`src/rtl/video_soft_switches_if.sv`:
```
// CPU bus view seen by the Apple II+ video soft-switch block.
// The CPU side drives the bus; the switch block only observes it.
interface video_soft_switches_if;
    logic        phase0;
    logic [15:0] addr;
    logic        rw;

    modport master (
        output phase0,
        output addr,
        output rw
    );

    modport slave (
        input phase0,
        input addr,
        input rw
    );
endinterface

```
`src/rtl/video_soft_switches.sv`:
```
// Apple II+ video soft switches $C050-$C057; mode changes held until a line edge.
// Define ANNUNCIATOR_EN to add the AN3..AN0 annunciators at $C058-$C05F.
module video_soft_switches #(
    parameter logic [6:0] H_LINE_START = 7'h00
) (
    input  logic                  CLOCK_50,
    input  logic                  RESET,
    video_soft_switches_if.slave  bus,
    input  logic [6:0]            H,
    output logic                  text_mode,
    output logic                  mix_mode,
    output logic                  page2,
    output logic                  hires_mode,
    output logic                  switch_strobe
`ifdef ANNUNCIATOR_EN
    ,
    output logic [3:0]            an
`endif
);

    logic       phase0_q, phase0_d;
    logic [6:0] h_q, h_d;
    logic       p_text_q, p_text_d;
    logic       p_mix_q, p_mix_d;
    logic       p_page2_q, p_page2_d;
    logic       p_hires_q, p_hires_d;
    logic       text_q, text_d;
    logic       mix_q, mix_d;
    logic       page2_q, page2_d;
    logic       hires_q, hires_d;
    logic       strobe_q, strobe_d;
`ifdef ANNUNCIATOR_EN
    logic [3:0] an_q, an_d;
`endif

    logic hit;
    logic fall;
    logic commit;
    logic boundary;
    logic rw_unused;

    // Reads and writes toggle switches alike, so rw carries no meaning here.
    assign rw_unused = bus.rw;

`ifdef ANNUNCIATOR_EN
    assign hit = (bus.addr[15:4] == 12'hC05);
`else
    assign hit = (bus.addr[15:3] == 13'h180A);
`endif

    assign fall     = phase0_q & ~bus.phase0;
    assign commit   = fall & hit;
    assign boundary = (H == H_LINE_START) && (h_q != H_LINE_START);

    always_comb begin
        phase0_d  = bus.phase0;
        h_d       = H;
        p_text_d  = p_text_q;
        p_mix_d   = p_mix_q;
        p_page2_d = p_page2_q;
        p_hires_d = p_hires_q;
        text_d    = text_q;
        mix_d     = mix_q;
        page2_d   = page2_q;
        hires_d   = hires_q;
        strobe_d  = commit;
`ifdef ANNUNCIATOR_EN
        an_d      = an_q;
`endif

        // Applied outputs take the pre-commit pending values.
        if (boundary) begin
            text_d  = p_text_q;
            mix_d   = p_mix_q;
            page2_d = p_page2_q;
            hires_d = p_hires_q;
        end

        if (commit && !bus.addr[3]) begin
            unique case (bus.addr[2:1])
                2'd0: p_text_d  = bus.addr[0];
                2'd1: p_mix_d   = bus.addr[0];
                2'd2: p_page2_d = bus.addr[0];
                2'd3: p_hires_d = bus.addr[0];
                default: ;
            endcase
        end

`ifdef ANNUNCIATOR_EN
        if (commit && bus.addr[3]) begin
            an_d[bus.addr[2:1]] = bus.addr[0];
        end
`endif
    end

    always_ff @(posedge CLOCK_50) begin
        if (RESET) begin
            phase0_q  <= 1'b0;
            h_q       <= H_LINE_START;
            p_text_q  <= 1'b1;
            p_mix_q   <= 1'b0;
            p_page2_q <= 1'b0;
            p_hires_q <= 1'b0;
            text_q    <= 1'b1;
            mix_q     <= 1'b0;
            page2_q   <= 1'b0;
            hires_q   <= 1'b0;
            strobe_q  <= 1'b0;
`ifdef ANNUNCIATOR_EN
            an_q      <= 4'b0000;
`endif
        end else begin
            phase0_q  <= phase0_d;
            h_q       <= h_d;
            p_text_q  <= p_text_d;
            p_mix_q   <= p_mix_d;
            p_page2_q <= p_page2_d;
            p_hires_q <= p_hires_d;
            text_q    <= text_d;
            mix_q     <= mix_d;
            page2_q   <= page2_d;
            hires_q   <= hires_d;
            strobe_q  <= strobe_d;
`ifdef ANNUNCIATOR_EN
            an_q      <= an_d;
`endif
        end
    end

    assign text_mode     = text_q;
    assign mix_mode      = mix_q;
    assign page2         = page2_q;
    assign hires_mode    = hires_q;
    assign switch_strobe = strobe_q;
`ifdef ANNUNCIATOR_EN
    assign an            = an_q;
`endif

endmodule
```
`src/flat_wrapper.sv`:
```
// flat-port wrapper written by rule: the top's interface ports become plain ports
module video_soft_switches_flat 
#(
    parameter logic [6:0] H_LINE_START = 7'h00
)
  (CLOCK_50, RESET, H, text_mode, mix_mode, page2, hires_mode, switch_strobe, bus_phase0, bus_addr, bus_rw);
  video_soft_switches_if bus_i ();
  input  logic CLOCK_50;
  input  logic RESET;
  input  logic [6:0] H;
  output logic text_mode;
  output logic mix_mode;
  output logic page2;
  output logic hires_mode;
  output logic switch_strobe;
  input wire logic [$bits(bus_i.phase0)-1:0] bus_phase0;
  input wire logic [$bits(bus_i.addr)-1:0] bus_addr;
  input wire logic [$bits(bus_i.rw)-1:0] bus_rw;
  assign bus_i.phase0 = bus_phase0;
  assign bus_i.addr = bus_addr;
  assign bus_i.rw = bus_rw;
  video_soft_switches #(.H_LINE_START(H_LINE_START)) u_core (.CLOCK_50(CLOCK_50), .RESET(RESET), .bus(bus_i), .H(H), .text_mode(text_mode), .mix_mode(mix_mode), .page2(page2), .hires_mode(hires_mode), .switch_strobe(switch_strobe));
endmodule
```
`config.mk`:
```
export PLATFORM = sky130hd
export DESIGN_NAME = video_soft_switches_flat
export DESIGN_NICKNAME = d
export VERILOG_FILES = /design/src/rtl/video_soft_switches_if.sv /design/src/rtl/video_soft_switches.sv /design/src/flat_wrapper.sv
export SDC_FILE = /design/constraint.sdc
export NUM_CORES = 1
export LEC_CHECK = 0
export CORE_UTILIZATION = 38
export CTS_CLUSTER_DIAMETER = 100
export DETAILED_ROUTE_END_ITERATION = 8
export PLACE_DENSITY = 0.75
export SYNTH_ARGS = -nofsm -noshare
export SYNTH_HDL_FRONTEND = slang
export SYNTH_SLANG_ARGS = --single-unit
```
`constraint.sdc`:
```
create_clock -name CLOCK_50 -period 1.5 [get_ports CLOCK_50]
set_input_delay 0.375 -clock CLOCK_50 [delete_from_list [all_inputs] [get_ports CLOCK_50]]
set_output_delay 0.375 -clock CLOCK_50 [all_outputs]
set_load 0.1 [all_outputs]
```
# Word level (Yosys, flattened, before mapping)

Index checks and enable logic that the tools add are counted.

Bits in registers: 17
Input bits: 27
Output and inout bits: 5
Word-level logic and storage cells: 28

Equal/unequal tests: 4
Bitwise logic cells: 3
Reduce and logical (&&, ||, !) cells: 10

Operators with widths:

| cell                                                | count |
|---|---|
| equality test 13 bit, second input constant         | 1 |
| AND reduction 2 bit                                 | 4 |
| logical NOT 7 bit                                   | 1 |
| nonzero test 7 bit                                  | 1 |
| equality test 2 bit, second input constant          | 2 |
| AND 1 bit                                           | 2 |
| equality test 2 x 1 -> 1 bit, second input constant | 1 |
| logical AND 1 bit                                   | 2 |
| logical NOT 2 bit                                   | 1 |
| logical NOT 1 bit                                   | 1 |
| NOT 1 bit                                           | 1 |

# Depth between registers and ports, before layout

Gate-level depths: netlist of the first run.

Depth after elaboration: 5
Depth in mapped cells: 4

# Worst setup path after synthesis of the first run

No wires, ideal clock.

Path kind: register -> register
From: register u_core.hires_mode (netlist name)
To: register u_core.hires_q, in the netlist u_core.hires_mode
Setup time: 0.071 ns
Data arrival time: 1.276 ns
Required time: 1.429 ns
Slack: 0.153 ns
Cell stages (with the launch flop): 3
Buffers on the path: 0
Period minus slack after synthesis: 1.347 ns
Path through: dfxtp_1 > o21ai_0 > a21oi_1

RTL lines:

| item                   | line                       | RTL |
|---|---|---|
| end signal: assignment | video_soft_switches.sv:122 | `hires_q <= hires_d;` |
| end: declaration       | video_soft_switches.sv:30  | `logic hires_q, hires_d;` |

# Worst setup path after layout of the first run

From: input bus_addr[13]
To: register u_core.p_page2_q

Word-level cells in the longest chain between the ends: 4

Ends and longest elaborated chain:

| item                          | line                       | RTL |
|---|---|---|
| start: declaration            | flat_wrapper.sv:17         | `input wire logic [$bits(bus_i.addr)-1:0] bus_addr;` |
| equality test 13 bit          | video_soft_switches.sv:48  | `assign hit = (bus.addr[15:3] == 13'h180A);` |
| AND 1 bit                     | video_soft_switches.sv:52  | `assign commit = fall & hit;` |
| logical AND 1 bit             | video_soft_switches.sv:79  | `if (commit && !bus.addr[3]) begin` |
| AND reduction 2 bit (no line) | n/a                        |  |
| end signal: assignment        | video_soft_switches.sv:117 | `p_page2_q <= p_page2_d;` |
| end: declaration              | video_soft_switches.sv:25  | `logic p_page2_q, p_page2_d;` |

No other way between the ends.
A chain may end at the register's enable or synchronous reset.

==> flow_summary.json, run 1 <==
{
  "firstDrtPassIters": 4,
  "multi_input_area_sq_um": 350,
  "startpoint": "bus_addr[13]",
  "n_antenna_cell": 0,
  "ys_types": 22,
  "regArea_sq_um": 340,
  "ant_nets": 0,
  "dpl_cell_area_sq_um": 1070,
  "cts.sinks": 17,
  "crit_chain": "clkdlybuf4s50_1 -> and4bb_2 -> nand4_1 -> buf_4 -> o21ai_1 -> a21oi_1",
  "synth_seq_area_share": 0.505,
  "critical_path.slowest_cell": "clkdlybuf4s50_1",
  "drt_iter0_markers": 7,
  "max_stage_delay_ps": 390,
  "critPathBufInv": 2,
  "num_vias": 639,
  "hp-class": "reg2reg",
  "r2r-start": "u_core.phase0_q",
  "design_area_sq_um": 1120,
  "ys_seq_elements": 17,
  "grt_util_all_layers": 0.158,
  "wl_met3_microns": 73,
  "syn_avg_cell_area_sq_um": 9.77,
  "crit_fanout": 4,
  "cp_data_arrival_time_ps": 1620,
  "syn_nets": 96,
  "max_slew.worst_pin.slew_ps": 291,
  "cts_tree": "yes",
  "fmax_mhz": 696,
  "yosysMostFrequentCell": "dfxtp_1",
  "status": "completed",
  "m1WireLength_microns": 551,
  "dp_hpwl_microns": 1150,
  "fp.dieH_microns": 44.1,
  "gp_congestion": 0.714,
  "synthXorXnorAreaFrac": 0,
  "r2r-end": "u_core.p_page2_q",
  "synth_commonest_cells": "dfxtp_1 (17), nor2b_1 (8), o21ai_0 (7)",
  "synth_fa_ha_area_frac": 0,
  "synth_compound_area_frac": 0.0965,
  "p_per_area_nw_per_um2": 734,
  "die_w_microns": 44.1,
  "overflow": 0,
  "root_buffer": "clkbuf_4",
  "synthTopCellsByArea": "dfxtp_1 (50%), nor2b_1 (7.4%), o21ai_0 (5.2%), a21oi_1 (4.5%), nor4b_4 (3.5%)",
  "wl_per_cell_microns": 11.7,
  "die_area_sq_um": 1950,
  "synth_mux_area_frac": 0.0148,
  "ios": 32,
  "finalHoldViolations": 0,
  "row_count": 14,
  "wl_met2_microns": 777,
  "pre_cts_ws_ps": -363,
  "synth_top_family_by_area": "simple AND/OR/NAND/NOR gates",
  "tns_ps": 0,
  "netlist.area_leader.share": 0.505,
  "relSlewSlack": 0.804,
  "htreeDepth": 1,
  "final.period_utilization": 0.958,
  "syn_inst": 69,
  "clk_latency_ps": 280,
  "ff2ff_setup_slack_ps": 220,
  "period_needed_ps": 1440,
  "p_leak_nw": 0.413,
  "initial_utilization": 0.428,
  "cp.depth": 6,
  "cp-end-kind": "flip-flop",
  "drt_wl_total_microns": 1420,
  "cap_violations": 0,
  "grt_max_degree": 19,
  "synth_ff_type": "dfxtp_1",
  "synth-edff-count": 0,
  "cts_buffer_depth": 2,
  "path_clk_slew_ps": 100,
  "hold_depth": 2,
  "finalClockSkew_ps": 4.01,
  "crit_end": "u_core.p_page2_q",
  "synthesis.area_sq_um": 674,
  "drc_errors": 0,
  "yosys.area.top_type": "dfxtp_1",
  "ir_drop_mv": 0.401,
  "fp.coreArea_sq_um": 1580,
  "numCtsBuffers": 3,
  "async_flop_share": 0,
  "cp_top_family": "buffers and inverters",
  "antenna_found_initial": 0,
  "ys_warn_count": 0,
  "grt_pass1_wl_microns": 2310,
  "synthSimpleGateAreaFrac": 0.378,
  "highest_layer": "met4",
  "layout.nets": 133,
  "io_buffer_count": 30,
  "drive_gt1_frac": 0.162,
  "r2r_cells": 5,
  "vias_per_cell": 5.28,
  "worstSetupStartpointType": "input port",
  "setup_viol": 0,
  "path_class": "in2reg",
  "slew_violations": 0,
  "fillCellCount": 135,
  "syn2layout_area_growth_pct": 65.5,
  "setup_slack_ps": 63.7,
  "first_global_vias": 587,
  "cp.required_ps": 1680
}
[logic make-up after synthesis]
kind of cell           count (synthesis)
DFF                                   17
and+or+nand+nor                       37
muxes                                  1
AOI/OAI and AO/OA                     13
buffers and inverters                  1
[stage by stage]
| stage | power (W) | hold slack [ps] | cells | utilization |
|---|---|---|---|---|
| global route | 0.000851 | 489 | 121 | 0.708 |
| detailed placement | 0.000596 | 457 | 116 | 0.678 |
| floorplan | 0.000506 | 440 | 69 | - |
| CTS | 0.000818 | 471 | 120 | 0.692 |
| finish | 0.000819 | 472 | 121 | 0.708 |
| global placement | 0.000593 | 451 | 116 | 0.678 |
[layer usage]
layer / vias up / track usage
met3: 2 / 0.0122
met5: - / 0
li1: 326 / -
met1: 286 / 0.185
met4: 0 / 0.0727
met2: 25 / 0.288
[state kept, by name, indices dropped and copies added (netlist names)]
register	count
u_core.h_q	7
u_core.hires_mode	1
u_core.mix_mode	1
u_core.p_hires_q	1
u_core.p_mix_q	1
u_core.p_page2_q	1
u_core.p_text_q	1
u_core.page2	1
u_core.phase0_q	1
u_core.switch_strobe	1
u_core.text_mode	1
[final cells by class]
class	count	share of cell area
well taps	16	0.0179
flip-flops and latches	17	0.305
multi-input cells	51	0.314
clock buffers	4	0.0235
repair buffers	33	0.340
[worst min-delay path by stage]
stage | startpoint | end | slack, ps
6_report | u_core.p_mix_q | u_core.mix_mode | 470
5_1_grt | u_core.p_mix_q | u_core.mix_mode | 490
4_1_cts | u_core.p_mix_q | u_core.mix_mode | 470
3_5_place_dp | u_core.p_mix_q | u_core.mix_mode | 460
3_3_place_gp | u_core.p_hires_q | u_core.hires_mode | 450
2_1_floorplan | u_core.p_hires_q | u_core.hires_mode | 440
[report_power, final]
part           switching [W]  internal [W]  total, W
combinational      0.0000426     0.0000744  0.000117
sequential        0.00000328      0.000463  0.000466
clock               0.000134      0.000103  0.000237
total               0.000179      0.000640  0.000819
[worst reg2reg max path, delay by kind of cell, from the launching register on]
kind,cells,cell delay [ps]
and+or+nand+nor,2,480
DFF,1,310
buffers and inverters,1,210
AOI/OAI and AO/OA,2,180
[cells in the final DEF (no fill, tap or decap)]
cell	count
and4_1	1
nor4b_4	1
nand2_1	3
nand3b_1	1
nand2b_1	2
and2_1	2
a21oi_1	6
nor4_4	1
o21ai_1	2
nor2b_1	8
nor4_1	1
nand4_1	2
and4bb_2	1
mux2i_1	1
nor3_1	2
o21ai_0	5
clkbuf_4	3
buf_12	6
dfxtp_1	17
nand4b_1	2
dlygate4sd2_1	7
nor3b_2	1
nor3_2	1
nand3_1	4
buf_4	2
nor4b_2	1
dlymetal6s2s_1	1
clkdlybuf4s50_1	17
nor2_1	3
clkbuf_1	1
[repair_timing]
item                       CTS  global route
buffers inserted             0             1
hold endpoints to repair     0             0
setup endpoints to repair    4             7
gates resized for setup      8             5
hold buffers                 0             0
pin swaps                    5             3
Note: power is estimated with default switching activity, not from simulation.
==> inputs of run 2 (changes only) <==
--- a/config.mk
+++ b/config.mk
@@ -7,6 +7,7 @@
 export LEC_CHECK = 0
 export CORE_UTILIZATION = 38
 export CTS_CLUSTER_DIAMETER = 100
+export CTS_CLUSTER_SIZE = 20
 export DETAILED_ROUTE_END_ITERATION = 8
 export PLACE_DENSITY = 0.75
 export SYNTH_ARGS = -nofsm -noshare
==> results of run 2 <==
Final layout, timing and power as in run 1 (identical DEF).
